## src/rtl/lsu_pkg.sv

```systemverilog
`default_nettype none
// ============================================================================
// Module      : lsu_pkg
// Description : Shared types and field layout for the load/store issue
//               sequencer: FIFO entry decode, FSM state encoding, helpers.
// Revision    : 1.0 - initial release
// ============================================================================
package lsu_pkg;

   localparam int LSU_ENTRY_W  = 92;

   localparam int RD_HI        = 91;
   localparam int RD_LO        = 86;
   localparam int ADDR_HI      = 85;
   localparam int ADDR_LO      = 54;
   localparam int WDATA_HI     = 53;
   localparam int WDATA_LO     = 22;
   localparam int PC_HI        = 21;
   localparam int PC_LO        = 4;
   localparam int MEMWRITE_BIT = 3;
   localparam int ISLOAD_BIT   = 2;
   localparam int SCAN_BIT     = 1;

   typedef enum logic [1:0] {
      IDLE = 2'd0,
      REQ  = 2'd1,
      WAIT = 2'd2,
      WB   = 2'd3
   } lsu_state_t;

   // Packed view of one FIFO entry, MSB first; bit 0 is reserved.
   typedef struct packed {
      logic [RD_HI-RD_LO:0]       rd;
      logic [ADDR_HI-ADDR_LO:0]   addr;
      logic [WDATA_HI-WDATA_LO:0] wdata;
      logic [PC_HI-PC_LO:0]       pc;
      logic                       mem_write;
      logic                       is_load;
      logic                       scan;
      logic                       rsvd;
   } lsu_entry_t;

   // Unpack a raw FIFO word into its named fields.
   function automatic lsu_entry_t lsu_decode(input logic [LSU_ENTRY_W-1:0] raw);
      lsu_entry_t e;
      e.rd        = raw[RD_HI:RD_LO];
      e.addr      = raw[ADDR_HI:ADDR_LO];
      e.wdata     = raw[WDATA_HI:WDATA_LO];
      e.pc        = raw[PC_HI:PC_LO];
      e.mem_write = raw[MEMWRITE_BIT];
      e.is_load   = raw[ISLOAD_BIT];
      e.scan      = raw[SCAN_BIT];
      e.rsvd      = raw[0];
      return e;
   endfunction

   // A load whose Rd was scrubbed by the FIFO: pop it without touching memory.
   function automatic logic lsu_is_skip(input lsu_entry_t e);
      return (e != '0) && !e.mem_write && !e.scan && (e.rd == '0);
   endfunction

   // A scan whose Rd was scrubbed: memory side effect only, result dropped.
   function automatic logic lsu_is_scrubbed_scan(input lsu_entry_t e);
      return e.scan && (e.rd == '0);
   endfunction

endpackage
`default_nettype wire

```

## src/rtl/lsu_timeout_cnt.sv

```systemverilog
`default_nettype none
// ============================================================================
// Module      : lsu_timeout_cnt
// Description : Saturating wait-cycle counter with a sticky timeout flag.
//               Flag rises on the cycle the count reaches TimeoutCycles and
//               stays high until reset.
// Revision    : 1.0 - initial release
// ============================================================================
module lsu_timeout_cnt #(
   parameter int TimeoutCycles = 255
) (
   input  logic clk,
   input  logic rstN,
   input  logic clr,
   input  logic en,
   output logic timeout
);

   localparam int                c_CNT_W = $clog2(TimeoutCycles + 1);
   localparam logic [c_CNT_W-1:0] c_LIMIT = c_CNT_W'(TimeoutCycles);

   logic [c_CNT_W-1:0] r_cnt;
   logic               r_timeout;
   logic [c_CNT_W-1:0] w_cnt_inc;
   logic               w_hit;

   assign w_cnt_inc = r_cnt + c_CNT_W'(1);
   assign w_hit     = en && !clr && (r_cnt != c_LIMIT) && (w_cnt_inc == c_LIMIT);
   assign timeout   = r_timeout;

   // Count enabled cycles, saturate at the limit, clear on request.
   always_ff @(posedge clk or negedge rstN) begin
      if (!rstN) begin
         r_cnt <= '0;
      end else if (clr) begin
         r_cnt <= '0;
      end else if (en && (r_cnt != c_LIMIT)) begin
         r_cnt <= w_cnt_inc;
      end
   end

   // Sticky flag: set once the limit is reached, only reset clears it.
   always_ff @(posedge clk or negedge rstN) begin
      if (!rstN) begin
         r_timeout <= 1'b0;
      end else if (w_hit) begin
         r_timeout <= 1'b1;
      end
   end

endmodule
`default_nettype wire

```

## src/rtl/lsu_issue_ctrl.sv

```systemverilog
`default_nettype none
// ============================================================================
// Module      : lsu_issue_ctrl
// Description : In-order load/store issue sequencer. Latches the FIFO head,
//               issues it on the memory req/gnt port, pops the FIFO on grant
//               and returns load data as a writeback beat. One transaction
//               outstanding at most; a sticky timeout flags a hung port.
// Revision    : 1.0 - initial release
// ============================================================================
module lsu_issue_ctrl
   import lsu_pkg::*;
#(
   parameter int DataWidth     = 92,
   parameter int TimeoutCycles = 255
) (
   input  logic                 clk,
   input  logic                 rstN,
   input  logic [DataWidth-1:0] headData,
   output logic                 readEn,
   output logic                 mem_req,
   output logic                 mem_we,
   output logic [31:0]          mem_addr,
   output logic [31:0]          mem_wdata,
   input  logic                 mem_gnt,
   input  logic                 mem_rvalid,
   input  logic [31:0]          mem_rdata,
   output logic                 wb_valid,
   output logic [5:0]           wb_rd,
   output logic [31:0]          wb_data,
   input  logic                 wb_ready,
   output logic                 busy,
   output logic                 err_timeout
);

   lsu_state_t  r_state;
   lsu_entry_t  r_entry;
   logic        r_mem_req;
   logic        r_wb_valid;
   logic [5:0]  r_wb_rd;
   logic [31:0] r_wb_data;

   lsu_entry_t  w_head;
   logic        w_head_valid;
   logic        w_skip;
   logic        w_tmo_clr;
   logic        w_tmo_en;
   logic        w_unused;

   assign w_head       = lsu_decode(headData);
   assign w_head_valid = (headData != '0);
   assign w_skip       = lsu_is_skip(w_head);

   // Pop on grant, or immediately for a scrubbed load sitting at the head.
   assign readEn = ((r_state == IDLE) && w_skip) || ((r_state == REQ) && mem_gnt);

   // Memory-side fields come straight from the holding register, so popping
   // the FIFO in the grant cycle cannot disturb them.
   assign mem_req     = r_mem_req;
   assign mem_we      = r_entry.mem_write;
   assign mem_addr    = r_entry.addr;
   assign mem_wdata   = r_entry.wdata;
   assign wb_valid    = r_wb_valid;
   assign wb_rd       = r_wb_rd;
   assign wb_data     = r_wb_data;
   assign busy        = (r_state != IDLE);

   // Counter runs only in REQ/WAIT and restarts whenever a state is entered.
   assign w_tmo_en  = (r_state == REQ) || (r_state == WAIT);
   assign w_tmo_clr = (r_state == IDLE) || (r_state == WB) ||
                      ((r_state == REQ)  && mem_gnt) ||
                      ((r_state == WAIT) && mem_rvalid);

   assign w_unused = ^{r_entry.pc, r_entry.is_load, r_entry.rsvd};

   lsu_timeout_cnt #(
      .TimeoutCycles (TimeoutCycles)
   ) u_timeout (
      .clk     (clk),
      .rstN    (rstN),
      .clr     (w_tmo_clr),
      .en      (w_tmo_en),
      .timeout (err_timeout)
   );

   // Issue FSM with holding register and registered memory/writeback outputs.
   always_ff @(posedge clk or negedge rstN) begin
      if (!rstN) begin
         r_state    <= IDLE;
         r_entry    <= '0;
         r_mem_req  <= 1'b0;
         r_wb_valid <= 1'b0;
         r_wb_rd    <= '0;
         r_wb_data  <= '0;
      end else begin
         case (r_state)
            IDLE: begin
               if (w_head_valid && !w_skip) begin
                  r_entry   <= w_head;
                  r_mem_req <= 1'b1;
                  r_state   <= REQ;
               end
            end
            REQ: begin
               if (mem_gnt) begin
                  r_mem_req <= 1'b0;
                  r_state   <= r_entry.mem_write ? IDLE : WAIT;
               end
            end
            WAIT: begin
               if (mem_rvalid) begin
                  if (lsu_is_scrubbed_scan(r_entry)) begin
                     r_state <= IDLE;
                  end else begin
                     r_wb_valid <= 1'b1;
                     r_wb_rd    <= r_entry.rd;
                     r_wb_data  <= mem_rdata;
                     r_state    <= WB;
                  end
               end
            end
            WB: begin
               if (wb_ready) begin
                  r_wb_valid <= 1'b0;
                  r_state    <= IDLE;
               end
            end
            default: begin
               r_state <= IDLE;
            end
         endcase
      end
   end

endmodule
`default_nettype wire

```

## config.mk

```make
export PLATFORM = sky130hd
export DESIGN_NAME = lsu_issue_ctrl
export DESIGN_NICKNAME = d
export VERILOG_FILES = /design/src/rtl/lsu_pkg.sv /design/src/rtl/lsu_timeout_cnt.sv /design/src/rtl/lsu_issue_ctrl.sv
export SDC_FILE = /design/constraint.sdc
export NUM_CORES = 1
export LEC_CHECK = 0
export BUFFER_PORTS_ARGS = -buffer_cell sky130_fd_sc_hd__buf_2
export CORE_ASPECT_RATIO = 1.25
export CORE_MARGIN = 5
export CORE_UTILIZATION = 48
export CTS_CLUSTER_DIAMETER = 120
export DETAILED_ROUTE_END_ITERATION = 10
export PLACE_DENSITY = 0.8
export SYNTH_ARGS = -nofsm -noshare
export SYNTH_HDL_FRONTEND = slang
export SYNTH_SLANG_ARGS = --single-unit
```

## constraint.sdc

```tcl
create_clock -name clk -period 2.96 [get_ports clk]
set_input_delay 0.148 -clock clk [delete_from_list [all_inputs] [get_ports clk]]
set_output_delay 0.148 -clock clk [all_outputs]
set_load 0.005 [all_outputs]
```

==> run_results.csv <==
group,metric,value,unit
run_status,status,"complete, no violations",
floorplan,die_area,14000,sq um
routing,routedWlPerCell,18.2,um
cells_and_area,nNetsFinal,847,
cts,cts_resized,0,
grt,grt_pass1_vias,4858,
cells_and_area,final.fill_count,748,
sta,worstMarginPinSlew,1.27,ns
yosys,synth_area_leaders,"dfrtp_1 55%, mux2_2 16%, buf_4 8.5%",
sta,setup_viol,0,
yosys,async_reset_ff_frac,1.00,
power,power_leakage,0.00390,uW
routing,via_per_inst,5.08,
floorplan,die_y,131,um
power,p_per_area,970,nW/um^2
cts,cts_tree,"yes",
critical_path,path_class,"reg2reg",
sta,final.period_utilization,0.824,
critical_path,critPathTopFamily,"simple AND/OR/NAND/NOR gates",
sta,finalCriticalPeriod,2.44,ns
cells_and_area,multi_input_area,1950,sq um
floorplan,pin_count,237,
yosys,synth_seq_cells,123,
grt,grt_overflow,0,
cts,clk_latency,0.41,ns
sta,rsz0062_at_grt,"false",
cells_and_area,area_delta_synth_final,43.3,%
worst_hold_path,hold_class,"in2reg",
critical_path,slowest_delay,0.99,ns
critical_path,worstPathCellList,"inv_1 > ha_1 > nand2_1 > nor2b_4 > mux2_2",
yosys,synth.distinct_cells,38,
yosys,synthCells,431,
grt,antenna_found_initial,3,
yosys,syn_nets,566,
floorplan,start_util,0.487,
critical_path,critPathMaxFanout,38,
floorplan,die_w,107,um
grt,grt_pass1_wl,24200,um
sta,fin_setup_tns,0,ns
critical_path,cp.arrival,2.73,ns
place,hpwlAfterDp,10400,um
routing,drtIter0Drc,202,
critical_path,end_kind,"flip-flop",
sta,finalHoldViolations,0,
yosys,synth_enable_flop_cells,0,
floorplan,coreArea,11600,sq um
critical_path,r2r_cells,5,
yosys,netlist.top_cell.by_area,"dfrtp_1",
sta,relSlewSlack,0.152,
cells_and_area,ff_latch_area,3080,sq um
routing,route.detailed.drc,0,
cts,clk_pin_slew,0.06,ns
cells_and_area,layout_common_cells,"235 x buf_2, 123 x dfrtp_1, 102 x dlygate4sd3_1",
place,port_buffers,236,
floorplan,row_count,44,
yosys,yosysWarnings,0,
cts,postCtsHoldBufs,101,
cts,cts_max_level,4,
cts,cts-root-buf,"clkbuf_16",
place,gp_congestion,0.821,
yosys,syn_avg_cell_area,13.1,sq um
critical_path,critPathLaunchType,"flip-flop",
yosys,yosysSeqAreaShare,0.547,
critical_path,critical_path_cell_count,5,
critical_path,cp_num_buf_inv,1,
sta,clock_skew,0.0139,ns
yosys,netlist.area_leader.share,0.547,
cells_and_area,post-route-util,0.698,
cts,clk_path_buf_depth,2,
run,drv_cap,0,
cts,post_cts_buffers,0,
grt,grt_max_degree,77,
yosys,synthFlopType,"dfrtp_1",
sta,report.final.slew_viol_count,0,
worst_hold_path,hold_path_depth,2,
routing,wl,15700,um
yosys,syn_area,5630,sq um
cells_and_area,drive_above_1_share,0.519,
routing,vias,4387,
routing,drtPass1Iterations,4,
sta,fmax,410,MHz
routing,antenna_left,0,
grt,grt.total_usage,0.223,
critical_path,critPathSlowestCell,"nor2b_4",
cts,cts.sinks,123,
power,ir_worst_vdd,0.000492,V
cells_and_area,layout_commonest_cell,"buf_2",
cts,cts_buffers,17,
critical_path,required,3.25,ns
state kept, by name, summed over array words and instances (netlist names):
register           count
mem_addr              32
mem_wdata             32
wb_data               32
u_timeout.r_cnt        8
r_entry                7
wb_rd                  6
r_state                2
mem_req                1
mem_we                 1
u_timeout.timeout      1
wb_valid               1
cell families (layout without fill, tap and decap cells):
kind of cell	Yosys count	after routing	synth area share
compound gates	17	17	0.0209
flops	123	123	0.547
simple gates	90	90	0.0825
other cells	0	1	0
buf+inv	86	380	0.107
fa+ha+maj	6	6	0.0133
mux	104	104	0.221
xor+xnor	5	5	0.00778
through the flow:
step	std cells	setup WS (ns)	power (uW)	instance area, sq um	hold slack, ns
floorplan	431	0.808	5010	5630	-0.148
global placement	729	0.672	5490	6450	0.193
detailed placement	729	0.523	5650	6450	0.205
CTS	862	0.519	7840	8050	0.00806
global route	864	0.428	8250	8060	0.0106
finish	864	0.521	7820	8060	0.0164
worst paths after layout:
check	startpoint	to	slack (ns)
max	r_state[0]	wb_data[13]	0.52
min	headData[51]	mem_wdata[29]	0.02
max reg2reg	r_state[0]	wb_data[13]	0.52
min reg2reg	u_timeout.timeout	u_timeout.timeout	0.46
max in group asynchronous	rstN	r_state[0]	1.82
min in group asynchronous	rstN	mem_addr[20]	0.32
area by class of cell:
| cell class | count | area share |
|---|---|---|
| inverter | 8 | 0.00372 |
| timing repair buffer | 340 | 0.278 |
| antenna | 1 | 0.000310 |
| tap | 138 | 0.0214 |
| multi-input combinational | 222 | 0.241 |
| sequential | 123 | 0.382 |
| clock buffer | 17 | 0.0528 |
| clock inverter | 15 | 0.0205 |
synth_stat cells (2+ instances only):
master / n
dfrtp_1: 123
mux2_2: 82
buf_4: 64
nand2_1: 36
nor4_1: 24
mux2_4: 20
clkbuf_1: 10
inv_1: 8
nor2_1: 7
ha_1: 6
nand4_1: 6
a21oi_1: 5
nand3_1: 5
xnor2_1: 3
a211oi_1: 2
a21o_1: 2
buf_12: 2
mux2i_1: 2
nor2b_1: 2
o41ai_1: 2
or3_1: 2
xor2_1: 2
power by group:
group	switching [uW]	internal, uW	leakage [uW]	total (uW)
clock	795	1250	0.000289	2050
sequential	455	2490	0.00147	2950
combinational	1200	1630	0.00214	2830
total	2450	5370	0.00390	7820
worst register-to-register path, cell delays in order (launching register included):
cell	delay [ns]
dfrtp_1	0.42
inv_1	0.10
ha_1	0.22
nand2_1	0.14
nor2b_4	0.99
mux2_2	0.47
per-layer routing:
metal,vias up,wire length [um],GRT usage
met5,-,27,0
met3,43,1000,0.0686
met1,2121,5600,0.231
met4,4,440,0.0986
met2,208,8610,0.415
li1,2011,-,-
(Power assumes the default switching activity.)
